File: src/rtl/axis_frame_scheduler.sv
// Frame-level gate on an AXI4-Stream video bus: forwards or discards whole frames
// at SOF based on run enable and decimation, and checks line/frame geometry.
module axis_frame_scheduler #(
  parameter int unsigned C_WIDTH       = 8,
  parameter int unsigned PIXEL_PER_CLK = 1,
  parameter int unsigned TUSER_WIDTH   = 2
) (
  input  logic                               i_axis_clk,
  input  logic                               i_axis_resetn,
  input  logic                               i_enable,
  input  logic [3:0]                         i_decim,
  input  logic [11:0]                        i_hres,
  input  logic [11:0]                        i_vres,
  input  logic                               i_clear_stats,
  input  logic [PIXEL_PER_CLK*3*C_WIDTH-1:0] s_axis_tdata,
  input  logic                               s_axis_tvalid,
  input  logic                               s_axis_tlast,
  input  logic [TUSER_WIDTH-1:0]             s_axis_tuser,
  output logic                               s_axis_tready,
  output logic [PIXEL_PER_CLK*3*C_WIDTH-1:0] m_axis_tdata,
  output logic                               m_axis_tvalid,
  output logic                               m_axis_tlast,
  output logic [TUSER_WIDTH-1:0]             m_axis_tuser,
  input  logic                               m_axis_tready,
  output logic [15:0]                        o_frames_passed,
  output logic [15:0]                        o_frames_dropped,
  output logic                               o_err_line,
  output logic                               o_err_frame,
  output logic                               o_busy
);

  localparam int unsigned POS_W = 12;
  localparam int unsigned CNT_W = 16;

  typedef enum logic [1:0] {WAIT_SOF, PASS, DROP} state_t;

  state_t            state;
  state_t            frame_state;
  state_t            next_state;
  logic [3:0]        dec_cnt;
  logic [POS_W-1:0]  h_cnt;
  logic [POS_W-1:0]  v_cnt;
  logic [POS_W-1:0]  cur_h;
  logic [POS_W-1:0]  cur_v;
  logic              sof_in;
  logic              eof_in;
  logic              accept;
  logic              fwd;
  logic              beat;
  logic              in_frame;
  logic              take;
  logic              frame_end;
  logic              pass_inc;
  logic [1:0]        drop_inc;

  function automatic logic [CNT_W-1:0] sat_add(input logic [CNT_W-1:0] a, input logic [1:0] inc);
    logic [CNT_W:0] s;
    s = {1'b0, a} + (CNT_W+1)'(inc);
    return s[CNT_W] ? {CNT_W{1'b1}} : s[CNT_W-1:0];
  endfunction

  assign sof_in   = s_axis_tuser[0];
  assign eof_in   = s_axis_tuser[1];
  assign accept   = i_enable & (dec_cnt == 4'd0);
  assign in_frame = (state != WAIT_SOF);

  // An SOF beat is routed by the fresh decision; everything else by the frame state.
  always_comb begin
    fwd = (state == PASS);
    if (s_axis_tvalid && sof_in) fwd = accept;
  end

  assign s_axis_tready = fwd ? m_axis_tready : 1'b1;
  assign m_axis_tvalid = s_axis_tvalid & fwd;
  assign m_axis_tdata  = s_axis_tdata;
  assign m_axis_tlast  = s_axis_tlast;
  assign m_axis_tuser  = s_axis_tuser;

  assign beat = s_axis_tvalid & s_axis_tready;
  assign take = beat & (sof_in | in_frame);

  // The SOF beat itself sits at h = 0, v = 0 of the frame it opens.
  assign cur_h       = sof_in ? '0 : h_cnt;
  assign cur_v       = sof_in ? '0 : v_cnt;
  assign frame_end   = s_axis_tlast & (cur_v == i_vres - 12'd1);
  assign frame_state = sof_in ? (accept ? PASS : DROP) : state;
  assign next_state  = frame_end ? WAIT_SOF : frame_state;

  assign pass_inc = take & frame_end & (frame_state == PASS);
  assign drop_inc = 2'({1'b0, take & sof_in & in_frame})
                  + 2'({1'b0, take & frame_end & (frame_state == DROP)});

  always_ff @(posedge i_axis_clk or negedge i_axis_resetn) begin
    if (!i_axis_resetn) begin
      state            <= WAIT_SOF;
      dec_cnt          <= '0;
      h_cnt            <= '0;
      v_cnt            <= '0;
      o_busy           <= 1'b0;
      o_frames_passed  <= '0;
      o_frames_dropped <= '0;
      o_err_line       <= 1'b0;
      o_err_frame      <= 1'b0;
    end else begin
      if (take) begin
        state  <= next_state;
        o_busy <= (next_state == PASS);
        if (sof_in) dec_cnt <= (dec_cnt == i_decim) ? 4'd0 : dec_cnt + 4'd1;
        if (s_axis_tlast) begin
          h_cnt <= '0;
          v_cnt <= cur_v + 12'd1;
        end else begin
          h_cnt <= cur_h + 12'd1;
          v_cnt <= cur_v;
        end
      end

      // Clear has priority over any same-cycle update of the statistics.
      if (i_clear_stats) begin
        o_frames_passed  <= '0;
        o_frames_dropped <= '0;
        o_err_line       <= 1'b0;
        o_err_frame      <= 1'b0;
      end else begin
        o_frames_passed  <= sat_add(o_frames_passed, {1'b0, pass_inc});
        o_frames_dropped <= sat_add(o_frames_dropped, drop_inc);
        if (take && s_axis_tlast && (cur_h != i_hres - 12'd1)) o_err_line <= 1'b1;
        if (take && ((eof_in != frame_end) || (sof_in && in_frame))) o_err_frame <= 1'b1;
      end
    end
  end

endmodule

File: config.mk
export PLATFORM = sky130hd
export DESIGN_NAME = axis_frame_scheduler
export DESIGN_NICKNAME = d
export VERILOG_FILES = /design/src/rtl/axis_frame_scheduler.sv
export SDC_FILE = /design/constraint.sdc
export NUM_CORES = 1
export LEC_CHECK = 0
export ABC_AREA = 1
export CAP_MARGIN = 30
export CORE_MARGIN = 3
export CORE_UTILIZATION = 45
export DETAILED_ROUTE_END_ITERATION = 6
export MAX_ROUTING_LAYER = met4
export PLACE_DENSITY = 0.74
export SYNTH_ARGS = -nofsm -noshare
export SYNTH_HDL_FRONTEND = slang
export SYNTH_SLANG_ARGS = --single-unit
export TNS_END_PERCENT = 10
File: constraint.sdc
create_clock -name i_axis_clk -period 3.1 [get_ports i_axis_clk]
set_input_delay 0.465 -clock i_axis_clk [delete_from_list [all_inputs] [get_ports i_axis_clk]]
set_output_delay 0.465 -clock i_axis_clk [all_outputs]
set_load 0.01 [all_outputs]
==> results by group, run 1 <==
Routing
  • Vias post-DR: 4970
  • Post-route ant nets: 0
  • Initial DRC count: 291
  • Final wirelength: 14.0 mm
  • Routed length per instance: 14.2 um
  • Drt via density: 5.05
  • First drt pass iteration count: 5
  • Drc violations: 0

Timing
  • Slew of the pin with the lowest slew margin: 0.747 ns
  • Hold Fails Final Rpt: 0
  • Count of final setup violators: 5
  • Rel. slew slack: 50.2%
  • Fin crit period: 3.19 ns
  • Slew Viols, Final: 0
  • Layout Skew: 0.0166 ns
  • RSZ-0062 raised after global routing: yes
  • Final worst slack: -0.0877 ns
  • Setup tns final: -0.205 ns
  • Maximum clock rate: 314 MHz
  • Tcrit/Tclk final: 103%

Clocking
  • TritonCTS clock tree: built
  • Clk slew on worst S/H paths: 0.08 ns
  • CTS Sinks: 65
  • CTS buffer count: 9
  • Post-CTS Hold Buffers: 0
  • Htree depth: 3
  • Worst-case clock buffer depth: 2
  • Clk root buf: clkbuf_8
  • Skew-Pair Late Insertion Delay: 0.35 ns

GRT
  • Largest net degree at the start of global routing: 36
  • GR Util All Layers: 23.1%
  • Grt total ovfl: 0
  • Vias in the first global route: 4941
  • First-pass GRT wire length: 23.2 mm
  • Initial antenna violation count: 0

Power
  • Sequential Power Share: 37.6%
  • Psw: 0.844 mW
  • Internal power: 1.76 mW
  • Switching part of the total: 32.5%
  • PD cells: 372 nW/um^2
  • P_leak: 3.31 nW
  • Combinational share of power: 31.2%
  • Peak supply drop: 182 uV
  • Clock share of power: 31.2%

Finish
  • Diode count: 0
  • # fillers: 855
  • Fin util: 66.8%
  • Area Growth Syn to Fin: 42.0%
  • Non-Filler Instances: 984
  • Most frequent cells in the layout: 144 x nand2_1, 95 x buf_4, 86 x inv_1
  • Most common cell after layout, fill and taps aside: nand2_1
  • Final nets: 914
  • Post-route cell area: 6990 um^2
  • Share of cells above drive strength 1: 28.2%

Outcome
  • Failing checks: negative setup slack
  • Outcome: finished, violations left

Placement
  • Dpl cell area: 6200 um^2
  • Dpl cells: 939
  • Post-DP HPWL: 9.78 mm
  • # port buffers: 76
  • Dpl ws: -0.809 ns
  • Gpl congestion: 0.926

Synthesis
  • Synth cell types: 46
  • Syn avg cell area: 7.13 um^2
  • Post-synth top flop: dfrtp_1
  • Sequential share of the synthesized area: 33.0%
  • Post-Synthesis Cells: 690
  • Syn Std Cell Area: 4920 um^2
  • Synth Register Bits: 65
  • Mapped Nets: 761
  • Post-synth EDFFs: 0
  • Yosys warnings: 0
  • Post-synth ARST share: 100%

Flow run
  • Max-capacitance violation count: 0

Critical path
  • Critical path type: primary input to flip-flop
  • CP Launch Type: primary input
  • Worst path arrival time: 3.41 ns
  • Crit path capture type: flip-flop
  • Worst Path Max Fanout: 4
  • Worst EP required: 3.32 ns

Die
  • Ports: 125
  • Row count: 37
  • CORE AREA: 10500 um^2
  • DIE HEIGHT: 111 um
  • Initial core utilization: 47.0%
  • Die area: 12200 um^2
  • Die X: 111 um

Min path
  • HP Class: primary input to asynchronous set/reset pin
[synthesized netlist by cell type (3+ instances only)]
| library cell | number | area share [%] |
|---|---|---|
| nor2_4 | 3 | 0.69 |
| o22ai_1 | 4 | 0.51 |
| dfrtp_1 | 65 | 33 |
| a21oi_1 | 22 | 2.2 |
| inv_2 | 9 | 0.69 |
| nand2_4 | 4 | 0.92 |
| buf_6 | 3 | 0.69 |
| nand2_1 | 162 | 12 |
| nand3_1 | 55 | 5.6 |
| nor2_2 | 8 | 1.0 |
| xnor2_1 | 18 | 3.2 |
| ha_1 | 9 | 2.3 |
| nand4_1 | 10 | 1.3 |
| buf_4 | 29 | 4.4 |
| o21ai_1 | 8 | 0.81 |
| inv_1 | 92 | 7.0 |
| nor3_1 | 7 | 0.71 |
| nand2_2 | 7 | 0.89 |
| xor2_1 | 36 | 6.4 |
| nor2_1 | 73 | 5.6 |
| o21ai_0 | 34 | 3.5 |
[metal layers]
metal	up-vias	GRT usage [%]	part of all wire, %
met1	2357	29.4	44
li1	2458	-	-
met5	-	-	0
met2	137	37.1	49
met4	0	7.80	1.7
met3	18	4.49	5.2
[state kept, by name (all words and copies together), names as in the netlist]
signal            count
o_err_frame           1
o_frames_passed      16
o_frames_dropped     16
o_err_line            1
dec_cnt               4
h_cnt                12
state                 2
o_busy                1
v_cnt                12
[power by group through the flow]
stage / logic, mW / registers (mW) / clock network (mW)
3_5_place_dp: 0.661 / 0.985 / 0
4_1_cts: 0.739 / 0.975 / 0.824
2_1_floorplan: 0.377 / 0.994 / 0
5_1_grt: 0.892 / 0.988 / 0.864
3_3_place_gp: 0.641 / 0.982 / 0
6_report: 0.812 / 0.978 / 0.811
[final timing paths]
path | start | endpoint | slack [ns] | depth (start not counted)
max | s_axis_tvalid | o_frames_dropped[8] | -0.09 | 20
min | i_axis_resetn | o_frames_passed[13] | 0.18 | 1
max reg2reg | dec_cnt[0] | o_frames_dropped[8] | -0.06 | 22
min reg2reg | h_cnt[11] | h_cnt[11] | 0.50 | 2
max in group asynchronous | i_axis_resetn | h_cnt[11] | 2.26 | 2
min in group i_axis_clk | h_cnt[11] | h_cnt[11] | 0.50 | 2
[final cells by class]
class                   instances  area [um^2]  share of cell area [%]
inverters                     102          399                    5.71
flip-flops and latches         65         1630                    23.3
clock inverters                 7         95.1                    1.36
well taps                     136          170                    2.43
multi-input cells             485         2980                    42.6
repair inverters                1         6.26                  0.0895
clock buffers                   9          124                    1.77
repair buffers                179         1590                    22.7
[timing repair]
action                     4_1_cts  5_1_grt
setup buffers                   10       16
pin swaps                       33       48
gates cloned                     2        1
resized for setup               70       79
setup endpoints to repair       32       32
[through the flow]
step	hold WS [ns]	total power, mW
after CTS	0.180	2.54
after detailed placement	0.487	1.65
after global placement	0.483	1.62
final	0.178	2.60
after floorplan	0.169	1.37
after global routing	0.214	2.74
[critical path: stages]
cell and delay, ns:
clkdlybuf4s50_1 0.49, nand2_1 0.09, o21ai_2 0.16, or2_4 0.15
o311ai_4 0.13, nor2_2 0.14, nand3b_1 0.11, fa_2 0.36
inv_2 0.08, ha_4 0.14, nand2_4 0.05, nor2_4 0.12
nand2_2 0.07, nor2_4 0.18, buf_6 0.13, nand3_4 0.07
buf_4 0.15, xnor2_1 0.13, nor2_1 0.13, nor2_1 0.05
[cells by family (layout without fill, tap and decap cells)]
logic type | Yosys count | count (layout) | synth area share, %
adder cells (fa/ha/maj) | 10 | 10 | 2.69
flip-flops | 65 | 65 | 33.0
XOR/XNOR | 55 | 55 | 9.94
buffers and inverters | 140 | 298 | 13.7
AO/OA/AOI/OAI | 77 | 77 | 8.92
AND/OR/NAND/NOR | 343 | 343 | 31.7
(Power assumes the default switching activity.)
==> inputs of run 2 (changes only) <==
Settings changed: ABC_AREA 1 to 0, CTS_CLUSTER_DIAMETER set to 40, PLACE_DENSITY 0.74 to 0.75.
==> run 2 against run 1 <==
The run still ends with negative setup slack left. Register-to-register slack worse by 0.07 ns. Via count down 12%. Global-route usage is 1.8 points lower. Fmax decreased by 6.2%. Sequential share of layout area is 2.4 points higher. Critical path depth fell by 2. Non-clock buffer count is 26 lower. Critical endpoint is now o_frames_dropped[12]. Highest routed layer unchanged.
==> results by group, run 2 <==
Power
  • P_leak: 2.64 nW (-20%)
  • PD cells: 357 nW/um^2 (-4.1%)
  • Peak supply drop: 208 uV (+14%)
  • Power, Total: 2.25 mW (-13%)

Finish
  • Most frequent cells in the layout: 69 x buf_4, 65 x dfrtp_1, 65 x clkdlybuf4s50_1
  • Area Growth Syn to Fin: 36.3%
  • FF+latch area: 1630 um^2 (-0.15%)
  • Biggest regs: o_frames_dropped (16), o_frames_passed (16)
  • Most common cell after layout, fill and taps aside: buf_4
  • Final nets: 735 (-20%)
  • Area occupied by multi-input gates: 2900 um^2 (-2.7%)
  • Diode count: 0 (unchanged)
  • Non-Filler Instances: 801 (-19%)
  • # fillers: 839 (-1.9%)
  • Post-route cell area: 6320 um^2 (-9.6%)
  • Share of cells above drive strength 1: 24.4% (-3.8 points)

Clocking
  • Skew-Pair Late Insertion Delay: 0.35 ns (about the same)
  • Htree depth: 3 (unchanged)
  • Clk root buf: clkbuf_8
  • CTS buffer count: 9 (unchanged)
  • Clk slew on worst S/H paths: 0.08 ns (about the same)
  • CTS Sinks: 65 (unchanged)
  • Worst-case clock buffer depth: 2 (unchanged)
  • TritonCTS clock tree: built
  • Post-CTS Hold Buffers: 0 (unchanged)

Routing
  • Routed length per instance: 14.6 um (+2.9%)
  • Final wirelength: 11.7 mm (-16%)
  • Drc violations: 0 (unchanged)
  • Vias post-DR: 4368 (-12%)
  • Initial DRC count: 266 (-8.6%)
  • First drt pass iteration count: 5 (unchanged)
  • Drt via density: 5.45 (+8.0%)
  • Post-route ant nets: 0 (unchanged)

Flow run
  • Max-capacitance violation count: 0 (unchanged)

Placement
  • Dpl cell area: 5840 um^2 (-5.9%)
  • Dpl cells: 778 (-17%)
  • Gpl congestion: 0.894 (-3.5%)
  • # port buffers: 76 (unchanged)
  • Post-DP HPWL: 8.31 mm (-15%)

Synthesis
  • Synth Register Bits: 65 (unchanged)
  • Area leader, netlist: dfrtp_1
  • Synth cell types: 56 (+22%)
  • Post-synthesis compound-gate area fraction: 14.0% (+5.0 points)
  • Synth Area in Adders: 3.08% (+0.38 points)
  • Largest family of logic cells by synthesized area: simple AND/OR/NAND/NOR gates
  • Post-synth ARST share: 100% (unchanged)
  • Post-synth top flop: dfrtp_1
  • Post-synthesis xor/xnor area fraction: 12.1% (+2.2 points)
  • Syn Std Cell Area: 4640 um^2 (-5.8%)
  • Portion of netlist area occupied by mux cells: 1.78% (+1.8 points)
  • Syn avg cell area: 8.43 um^2 (+18%)
  • Top cell type's share of synthesized area: 35.1% (+2.0 points)
  • Synth cell count leaders: 65 x dfrtp_1, 50 x nand2_1, 47 x a21oi_1
  • Synth top area cells: dfrtp_1 35%, xnor2_1 7.0%, a21oi_1 5.1%
  • Sequential share of the synthesized area: 35.1% (+2.0 points)
  • Synth Area in Simple Gates: 26.4% (-5.3 points)
  • Post-synth EDFFs: 0 (unchanged)
  • Mapped Nets: 621 (-18%)
  • Post-Synthesis Cells: 550 (-20%)
  • Yosys warnings: 0 (unchanged)
  • Most common cell in the synthesized netlist: dfrtp_1

Die
  • Initial core utilization: 46.8% (-0.25 points)
  • DIE HEIGHT: 108 um (-2.8%)
  • Die X: 108 um (-2.8%)
  • Die area: 11600 um^2 (-5.5%)
  • CORE AREA: 9910 um^2 (-5.3%)
  • Row count: 36 (-2.7%)
  • Ports: 125 (unchanged)

GRT
  • First-pass GRT wire length: 19.7 mm (-15%)
  • Grt total ovfl: 0 (unchanged)
  • Initial antenna violation count: 0 (unchanged)
  • GR Util All Layers: 21.4% (-1.8 points)
  • Vias in the first global route: 4253 (-14%)
  • Largest net degree at the start of global routing: 40 (+11%)

Timing
  • Setup tns final: -4.97 ns (-4.77 ns)
  • RSZ-0062 raised after global routing: yes
  • Final worst slack: -0.297 ns (-0.209 ns)
  • Rel. slew slack: 64.4% (+14 points)
  • Slew of the pin with the lowest slew margin: 0.532 ns (-0.215 ns)
  • Fin crit period: 3.40 ns (+0.209 ns)
  • Tcrit/Tclk final: 110% (+6.8 points)
  • Final Hold Slack: 0.119 ns (-0.0584 ns)
  • Maximum clock rate: 294 MHz (-6.2%)
  • Hold Fails Final Rpt: 0 (unchanged)
  • Layout Skew: 0.0126 ns (-0.00405 ns)
  • Slew Viols, Final: 0 (unchanged)
  • Count of final setup violators: 27 (+22)

Critical path
  • Critical path type: primary input to flip-flop
  • Crit path capture type: flip-flop
  • Worst Path Max Fanout: 3 (-1)
  • Worst EP required: 3.33 ns (about the same)
  • CP Launch Type: primary input
  • Worst path arrival time: 3.63 ns (+0.22 ns)

Min path
  • HP Class: primary input to asynchronous set/reset pin

Outcome
  • Failing checks: negative setup slack
  • Outcome: finished, violations left
-- run 2: cell types whose count changed in the layout (fill, tap and decap cells not counted), sizes merged, moves of 8 or more --
cell / change
nand2: -123
inv: -83
nor2: -47
buf: -25
a21oi: +24
nand3: -23
nor2b: +20
xnor2: +19
o21ai: -17
xor2: -13
and3: +12
nand2b: +9
a31oi: +8
nor3: +8
-- run 2: timing repair --
item	in CTS	in global routing
endpoints found under the setup margin	32	32
gates cloned	0	0
endpoints found under the hold margin	0	0
pin swaps	24	9
setup buffers	5	3
resized for setup	79	19
-- run 2: worst max-delay path: stages --
cell and delay [ns]:
buf_6 0.09, or4_4 0.57, buf_6 0.15, nor3_4 0.12, xnor2_1 0.15, nand4_1 0.18, nor4_4 0.31, nand3_1 0.15
fa_2 0.37, inv_2 0.08, ha_4 0.14, nand2_4 0.05, nor2_4 0.12, buf_6 0.11, and3_4 0.18, and3_4 0.19
a31oi_2 0.08, o21a_1 0.11
-- run 2: final cells by class --
type,instances,share of cell area (%)
Multi-Input combinational cell,418,45.9
Clock inverter,3,0.634
Sequential cell,65,25.7
Tap cell,133,2.63
Clock buffer,12,2.46
Inverter,17,1.01
Timing Repair Buffer,153,21.6
-- run 2: worst paths after layout --
path,from,slack [ns],to,cells after the start
worst max register to register,v_cnt[5],-0.13,o_frames_dropped[12],16
worst min register to register,h_cnt[9],0.53,h_cnt[9],1
worst max-delay path,i_vres[4],-0.30,o_frames_dropped[12],18
worst min-delay path,i_axis_resetn,0.12,h_cnt[10],2
min in group i_axis_clk,h_cnt[9],0.53,h_cnt[9],1
max in group asynchronous,i_axis_resetn,2.54,v_cnt[6],2
-- run 2: logic make-up (layout without fill, tap and decap cells) --
| logic type | count (synthesis) | count (layout) |
|---|---|---|
| and+or+nand+nor | 227 | 227 |
| DFF | 65 | 65 |
| AOI/OAI and AO/OA | 110 | 110 |
| muxes | 8 | 8 |
| adders and majority gates | 11 | 11 |
| xor gates and xnor gates | 62 | 62 |
| buffers and inverters | 67 | 185 |
-- run 2: power by group --
group          switching [mW]  internal [mW]
Clock                   0.321          0.409
Sequential             0.0596          0.902
Combinational           0.280          0.283
Total                   0.660           1.59
-- run 2: per-layer routing --
layer / global-route usage, % / share of wire [%]
met1: 27.6 / 45
met2: 34.2 / 48
met3: 3.78 / 5.1
met4: 6.94 / 1.4
met5: - / 0
-- run 2: per-stage QoR --
stage	utilization, %	setup WS (ns)
finish	63.8	-0.297
global route	63.8	-0.415
CTS	62.7	-0.241
detailed placement	58.9	-1.12
global placement	58.9	-1.04
floorplan	-	-0.681
==> inputs of run 3 (changes only) <==
==> constraint.sdc (replaced) <==
create_clock -name i_axis_clk -period 3.1 [get_ports i_axis_clk]
set_input_delay 0.465 -clock i_axis_clk [delete_from_list [all_inputs] [get_ports i_axis_clk]]
set_output_delay 0.465 -clock i_axis_clk [all_outputs]
set_load 0.02 [all_outputs]
==> results of run 3 <==
Same layout as run 2 (identical final DEF). Status: finished, violations left: negative setup slack.
Among the figures that moved: total power 2.25 mW -> 2.26 mW
